## src/rtl/mem_arb_pkg.sv

```systemverilog
// mem_arb_pkg: shared encodings for the unified-memory arbiter
package mem_arb_pkg;
  typedef enum logic {ST_IDLE = 1'b0, ST_WAIT = 1'b1} state_t;
  localparam logic OWN_FETCH = 1'b0;
  localparam logic OWN_DATA = 1'b1;
  localparam int CNT_W = 4;
endpackage

```

## src/rtl/mem_arb_timer.sv

```systemverilog
// mem_arb_timer: loadable latency counter flagging the response cycle
module mem_arb_timer
  import mem_arb_pkg::*;
#(
  parameter int LATENCY = 2
) (
  input  logic i_clk,
  input  logic i_rst_n,
  input  logic i_start,
  output logic o_done
);
  logic [CNT_W-1:0] r_cnt;
  assign o_done = r_cnt == CNT_W'(LATENCY);
  // Load 1 on issue, count while running, park at 0 once the response cycle is reached
  always_ff @(posedge i_clk or negedge i_rst_n)
    if (!i_rst_n) r_cnt <= '0;
    else r_cnt <= i_start ? CNT_W'(1) : (o_done || r_cnt == '0) ? '0 : r_cnt + 1'b1;
endmodule

```

## src/rtl/mem_arbiter.sv

```systemverilog
// mem_arbiter: round-robin sharing of one single-ported memory between fetch and data ports
module mem_arbiter
  import mem_arb_pkg::*;
#(
  parameter int LATENCY = 2
) (
  input  logic        i_clk,
  input  logic        i_rst_n,
  input  logic        i_if_req,
  input  logic [31:0] i_if_addr,
  output logic        o_if_ready,
  output logic        o_if_valid,
  output logic [31:0] o_if_rdata,
  input  logic        i_d_req,
  input  logic        i_d_wen,
  input  logic [31:0] i_d_addr,
  input  logic [31:0] i_d_wdata,
  input  logic [3:0]  i_d_mask,
  output logic        o_d_ready,
  output logic        o_d_valid,
  output logic [31:0] o_d_rdata,
  output logic [31:0] o_mem_addr,
  output logic        o_mem_ren,
  output logic        o_mem_wen,
  output logic [31:0] o_mem_wdata,
  output logic [3:0]  o_mem_mask,
  input  logic [31:0] i_mem_rdata
);
  state_t r_state, w_next;
  logic r_owner, r_last, r_store;
  logic w_idle, w_gnt_if, w_gnt_d, w_resp, w_done;
  logic [31:0] w_addr;
  mem_arb_timer #(.LATENCY(LATENCY)) u_timer (
    .i_clk  (i_clk),
    .i_rst_n(i_rst_n),
    .i_start(w_gnt_if || w_gnt_d),
    .o_done (w_done)
  );
  // Grant, issue-cycle memory drive, response routing and next state; reset silences every output
  always_comb begin
    w_idle = i_rst_n && r_state == ST_IDLE;
    w_gnt_d = w_idle && i_d_req && (!i_if_req || r_last == OWN_FETCH);
    w_gnt_if = w_idle && i_if_req && !w_gnt_d;
    w_resp = i_rst_n && r_state == ST_WAIT && w_done;
    w_addr = (w_gnt_d ? i_d_addr : i_if_addr) & 32'hFFFF_FFFC;
    o_if_ready = w_gnt_if;
    o_d_ready = w_gnt_d;
    o_mem_addr = (w_gnt_if || w_gnt_d) ? w_addr : '0;
    o_mem_ren = w_gnt_if || (w_gnt_d && !i_d_wen);
    o_mem_wen = w_gnt_d && i_d_wen;
    o_mem_wdata = w_gnt_d ? i_d_wdata : '0;
    o_mem_mask = w_gnt_if ? 4'hF : w_gnt_d ? i_d_mask : 4'h0;
    o_if_valid = w_resp && r_owner == OWN_FETCH;
    o_d_valid = w_resp && r_owner == OWN_DATA;
    o_if_rdata = o_if_valid ? i_mem_rdata : '0;
    o_d_rdata = (o_d_valid && !r_store) ? i_mem_rdata : '0;
    w_next = (r_state == ST_IDLE) ? ((w_gnt_if || w_gnt_d) ? ST_WAIT : ST_IDLE) : (w_done ? ST_IDLE : ST_WAIT);
  end
  // State register
  always_ff @(posedge i_clk or negedge i_rst_n)
    if (!i_rst_n) r_state <= ST_IDLE;
    else r_state <= w_next;
  // Owner, store flag and round-robin history captured at issue
  always_ff @(posedge i_clk or negedge i_rst_n)
    if (!i_rst_n) begin
      r_owner <= OWN_FETCH;
      r_last <= OWN_DATA;
      r_store <= 1'b0;
    end else if (w_gnt_if || w_gnt_d) begin
      r_owner <= w_gnt_d;
      r_last <= w_gnt_d;
      r_store <= w_gnt_d && i_d_wen;
    end
endmodule

```

## config.mk

```make
export PLATFORM = sky130hd
export DESIGN_NAME = mem_arbiter
export DESIGN_NICKNAME = d
export VERILOG_FILES = /design/src/rtl/mem_arb_pkg.sv /design/src/rtl/mem_arb_timer.sv /design/src/rtl/mem_arbiter.sv
export SDC_FILE = /design/constraint.sdc
export NUM_CORES = 1
export LEC_CHECK = 0
export ABC_AREA = 1
export ABC_CLOCK_PERIOD_IN_PS = 2000
export CAP_MARGIN = 20
export CORE_AREA = 2 2 107 109
export CTS_CLUSTER_DIAMETER = 30
export DETAILED_ROUTE_END_ITERATION = 10
export DIE_AREA = 0 0 109 111
export DONT_BUFFER_PORTS = 1
export SLEW_MARGIN = 0
export SYNTH_ARGS = -nofsm -noshare
export SYNTH_HDL_FRONTEND = slang
export SYNTH_SLANG_ARGS = --single-unit
export TNS_END_PERCENT = 30
```

## constraint.sdc

```tcl
create_clock -name i_clk -period 2 [get_ports i_clk]
set_input_delay 0.4 -clock i_clk [delete_from_list [all_inputs] [get_ports i_clk]]
set_output_delay 0.4 -clock i_clk [all_outputs]
set_load 0.005 [all_outputs]
```

==> results of run 1 <==
## flip-flops by register name, indices dropped and copies added (netlist names)
signal / cells
u_timer.r_cnt: 4
r_state: 1
r_store: 1
r_owner: 1
r_last: 1
## cells by family after synthesis
kind of cell / count (synthesis) / share of synthesized area [%]
simple gates: 225 / 56.2
xor+xnor: 2 / 1.09
compound gates: 2 / 0.621
fa+ha+maj: 3 / 2.33
other cells: 1 / 0.233
buf+inv: 93 / 27.0
flops: 8 / 12.5
## worst paths after layout
| check | endpoint | from | cells past startpoint |
|---|---|---|---|
| max | o_if_rdata[27] | u_timer.r_cnt[0] | 8 |
| min | r_last | i_rst_n | 0 |
| max reg2reg | u_timer.r_cnt[1] | r_last | 6 |
| min reg2reg | r_last | r_last | 2 |
| max in group asynchronous | u_timer.r_cnt[3] | i_rst_n | 1 |
| min in group i_clk | r_store | i_d_wen | 2 |
## Yosys cell counts
cell / number / area share [%]
nand2_2: 2 / 0.78
nand2_1: 114 / 27
inv_2: 2 / 0.47
dfstp_2: 1 / 1.6
buf_4: 3 / 1.4
nand3_1: 2 / 0.62
inv_1: 73 / 17
buf_6: 9 / 6.3
conb_1: 1 / 0.23
buf_2: 6 / 1.9
nand3_4: 1 / 1.1
ha_1: 3 / 2.3
nor2_1: 92 / 21
xor2_1: 2 / 1.1
dfrtp_1: 7 / 11
o21ai_0: 2 / 0.62
nor2_2: 13 / 5.0
nor2_4: 1 / 0.70
## final cells by class
cell class | count | area [um2] | area share [%]
Inverter | 75 | 282 | 14.5
Timing Repair Buffer | 21 | 214 | 11.0
Sequential cell | 8 | 201 | 10.3
Tap cell | 143 | 179 | 9.18
Clock buffer | 4 | 78.8 | 4.05
Multi-Input combinational cell | 234 | 993 | 51.0
## metal layers
layer  track usage [%]  share of wire, %
met1              8.80                37
met2              17.7                52
met3              2.12                11
met4              1.54              0.42
met5                 0                 0
## per-stage QoR
step                      area, um2  total power (W)  std cells  setup WS [ns]  hold WS [ns]
after floorplan                1620         0.000202        335          0.410         0.104
after global placement         1830         0.000211        479          0.254         0.105
after detailed placement       1830         0.000212        479          0.223         0.105
after CTS                      1940         0.000566        485      -0.000249        0.0105
after global routing           1950         0.000585        485        -0.0141       0.00882
final                          1950         0.000561        485         0.0519        0.0133
## critical path, cell delays in order (launching register included)
cell and delay, ns:
dfrtp_1 0.38, inv_2 0.07, ha_1 0.17, nand2_2 0.08, nor2_4 0.13, nand2_2 0.08, buf_12 0.17, nor2_1 0.11
buf_4 0.12
## timing repair
action,in CTS,in global routing
pin swaps,1,1
resized for setup,3,4
hold buffers,1,0
setup buffers,1,0
cloned,0,0
setup endpoints to repair,5,38
hold endpoints to repair,7,0
## power groups by stage
stage          Sequential (W)  Combinational [W]  Clock, W
2_1_floorplan        0.000165          0.0000375         0
3_3_place_gp         0.000165          0.0000461         0
3_5_place_dp         0.000165          0.0000469         0
4_1_cts              0.000163          0.0000519  0.000351
5_1_grt              0.000163          0.0000612  0.000361
6_report             0.000163          0.0000523  0.000346
==> impl_metrics.tcl, run 1 <==
set metrics [dict create \
    outcome "completed" \
    insertion_delay_ns 0.23 \
    grt_pass1_vias 1507 \
    numCtsBuffers 3 \
    drive_gt1_share_pct 14.0 \
    grt_pass1_wl_um 7970 \
    ir_drop_mv 0.196 \
    powerDensity_nw_per_um2 288 \
    gr-usage-all-layers_pct 8.76 \
    die_area_um2 12100 \
    coreArea_um2 11100 \
    clock_power_share_pct 61.7 \
    antennaDiodeCount 0 \
    layout_commonest_cell "nand2_1" \
    clock_skew_ns 0.00190 \
    cap_violations 0 \
    crit_arrival_ns 1.55 \
    drc 0 \
    synth-seq-cells 8 \
    rsz0062_at_grt "true" \
    p_switching_w 0.000120 \
    pwr-share-seq_pct 29.0 \
    hold_class "primary input to asynchronous set/reset pin" \
    start_kind "flop" \
    internal_power_w 0.000442 \
    nets 483 \
    io_buffers 0 \
    post-route-period-util_pct 97.4 \
    clkSlewWorstSetupHoldPaths_ns 0.04 \
    swShare_pct 21.3 \
    synth-seq-area-share_pct 12.5 \
    avgViaCountPerCell 3.93 \
    syn-cell-area_um2 1610 \
    fin_crit_ns 1.95 \
    grt.overflow.total 0 \
    p_leak_nw 1.28 \
    setup_viol_count_final 0 \
    final_core_util_pct 17.6 \
    clk_path_buf_depth 2 \
    vias 1907 \
    drt.antenna.violating_nets 0 \
    combinationalPowerShare_pct 9.3 \
    start_util_pct 14.5 \
    cts-htree-levels 1 \
    antenna_found_initial 0 \
    wire_per_inst_um 13.2 \
    gp_congestion 0.773 \
    hold_violations 0 \
    reg2reg_slack_ns 0.70 \
    rows 39 \
    final_cell_mix "114 x nand2_1, 88 x nor2_1, 72 x inv_1, 16 x nor2_2, 15 x buf_4" \
    grt_max_degree 36 \
    avgSynthCellArea_um2 4.82 \
    clkSinkCount 8 \
    drt_iter0_markers 41 \
    dr.pass1.iters 4 \
    die_h_um 111 \
    hpwlAfterDp_um 5680 \
    cp-end-kind "output pin" \
    cts_tree "yes" \
    required_ns 1.60 \
    die_w_um 109 \
    area_growth_pct 20.9 \
    synth_cells 334 \
    fmaxAchievable_mhz 513 \
    path_max_fanout 33 \
    finalSetupTns_ns 0 \
    totalWireLength_um 6410 \
    synth_warnings 0 \
    synth.distinct_cells 18 \
    finalMaxSlewViolations 0 \
    boundaryPins 275 \
    cts.root.buffer_cell "clkbuf_16" \
    path_class "flop to output pin" \
    nFillCells 1285 \
]
Note: power is estimated with default switching activity, not from simulation.
==> inputs of run 2 (changes only) <==
ABC_CLOCK_PERIOD_IN_PS = 2200   (was 2000)
clock period = 2.2 ns   (was 2 ns; I/O delays follow)
==> run 2 against run 1 <==
Effect of this change:
- setup slack gained 0.022 ns
- clock power shrank 9.8%
- non-clock buffer count shrank 9
- critical path type unchanged
- critical endpoint is now o_d_rdata[27]
- highest routed layer is now met3
==> impl_metrics.tcl, run 2 (same netlist as run 1, synthesis figures left out) <==
set metrics [dict create \
    area_growth_pct 14.5 \
    finalMaxSlewViolations 0 \
    path_cells "inv_1, ha_1, nand2_2, nor2_4, buf_12, nand3_4, nor2_1" \
    fin_crit_ns 2.13 \
    clock_skew_ns 0.00242 \
    tightestPinTransition_ns 0.544 \
    coreArea_um2 11100 \
    crit_arrival_ns 1.69 \
    cts_tree "yes" \
    start_kind "flop" \
    avgViaCountPerCell 3.96 \
    antenna_found_initial 0 \
    grt.busiest_layer "met2" \
    grt_pass1_wl_um 7950 \
    gp_congestion 0.753 \
    met1_usage_pct 9.05 \
    path_class "flop to output pin" \
    power_w 0.000506 \
    wire_per_inst_um 13.9 \
    rows 39 \
    final_area_um2 1850 \
    gr-usage-all-layers_pct 8.74 \
    numCtsBuffers 3 \
    post-route-period-util_pct 96.6 \
    ir_drop_mv 0.183 \
    die_w_um 109 \
    path_buf_inv 2 \
    die_h_um 111 \
    powerDensity_nw_per_um2 274 \
    final_core_util_pct 16.7 \
    critPathMaxStageDelay_ns 0.39 \
    grt_util_met3_pct 1.59 \
    nets 475 \
    die_area_um2 12100 \
    path_max_fanout 16 \
    grt_pass1_vias 1491 \
    vias 1890 \
    boundaryPins 275 \
    grt_max_degree 36 \
    totalWireLength_um 6650 \
    drt.antenna.violating_nets 0 \
    fmaxAchievable_mhz 470 \
    clkSlewWorstSetupHoldPaths_ns 0.04 \
    grt.overflow.total 0 \
    outcome "completed" \
    reg2reg_slack_ns 0.73 \
    worst_slew_margin_rel_pct 63.7 \
    regMostFlops "u_timer.r_cnt" \
    cp-end-kind "output pin" \
    cap_violations 0 \
    hold_violations 0 \
    clk_path_buf_depth 2 \
    setup_viol_count_final 0 \
    io_buffers 0 \
    insertion_delay_ns 0.23 \
    largest_reg_flops 4 \
    dpl_cell_area_um2 1720 \
    cts.root.buffer_cell "clkbuf_16" \
    layout_commonest_cell "nand2_1" \
    final_cell_mix "114 x nand2_1, 92 x nor2_1, 73 x inv_1, 13 x nor2_2, 9 x buf_4" \
    drt_iter0_markers 39 \
    fin_cells 477 \
    p_leak_nw 1.21 \
    hpwlAfterDp_um 5590 \
    clkSinkCount 8 \
    start_util_pct 14.5 \
    post-place-cells 470 \
    antennaDiodeCount 0 \
    crit_family "simple AND/OR/NAND/NOR gates" \
    dr.pass1.iters 4 \
    rsz0062_at_grt "true" \
    cts-htree-levels 1 \
    drive_gt1_share_pct 10.5 \
    required_ns 1.76 \
    hold_class "primary input to asynchronous set/reset pin" \
    grtUsageMet2_pct 17.8 \
    drc 0 \
    cpMaxStageDelayCell "dfrtp_1" \
]
run 2: cell count changes in the layout (fill, tap and decap cells not counted), sizes merged:
cell	before	now
buf	20	11
nand3	3	4
run 2: path summary, 6_finish.rpt:
check	endpoint	cells past startpoint	start
max	o_d_rdata[27]	7	u_timer.r_cnt[0]
min	r_last	0	i_rst_n
max reg2reg	u_timer.r_cnt[1]	6	r_last
min reg2reg	r_last	2	r_last
max in group asynchronous	u_timer.r_cnt[1]	1	i_rst_n
min in group i_clk	r_store	2	i_d_wen
run 2: cell type report:
type / instances / area, um2
Tap cell: 143 / 179
Clock buffer: 4 / 78.8
Sequential cell: 8 / 201
Multi-Input combinational cell: 235 / 996
Inverter: 75 / 282
Fill cell: 1271 / 9230
Timing Repair Buffer: 12 / 109
run 2: where the power goes:
part | internal (W) | switching, W | total, W
combinational | 0.0000120 | 0.0000337 | 0.0000457
sequential | 0.000148 | 0 | 0.000148
clock | 0.000241 | 0.0000708 | 0.000312
total | 0.000401 | 0.000105 | 0.000506
run 2: per-layer routing:
| metal | up-vias | part of all wire (%) |
|---|---|---|
| met5 | - | 0 |
| met2 | 166 | 53 |
| met4 | 0 | 0 |
| li1 | 918 | - |
| met1 | 806 | 37 |
| met3 | 0 | 9.4 |
run 2: what timing repair did:
action	4_1_cts	5_1_grt
cloned	0	1
pin swaps	0	2
buffers inserted	0	1
resized for setup	0	2
hold buffers	1	0
endpoints found under the hold margin	7	0
setup endpoints to repair	2	39
run 2: stage by stage:
step                      worst slack [ns]  hold WS [ns]   TNS, ns
after floorplan                      0.570         0.144         0
after global placement               0.292         0.145         0
after detailed placement             0.239         0.145         0
after CTS                         -0.00638        0.0514  -0.00762
after global routing               -0.0645        0.0475     -1.50
final                               0.0742        0.0551         0
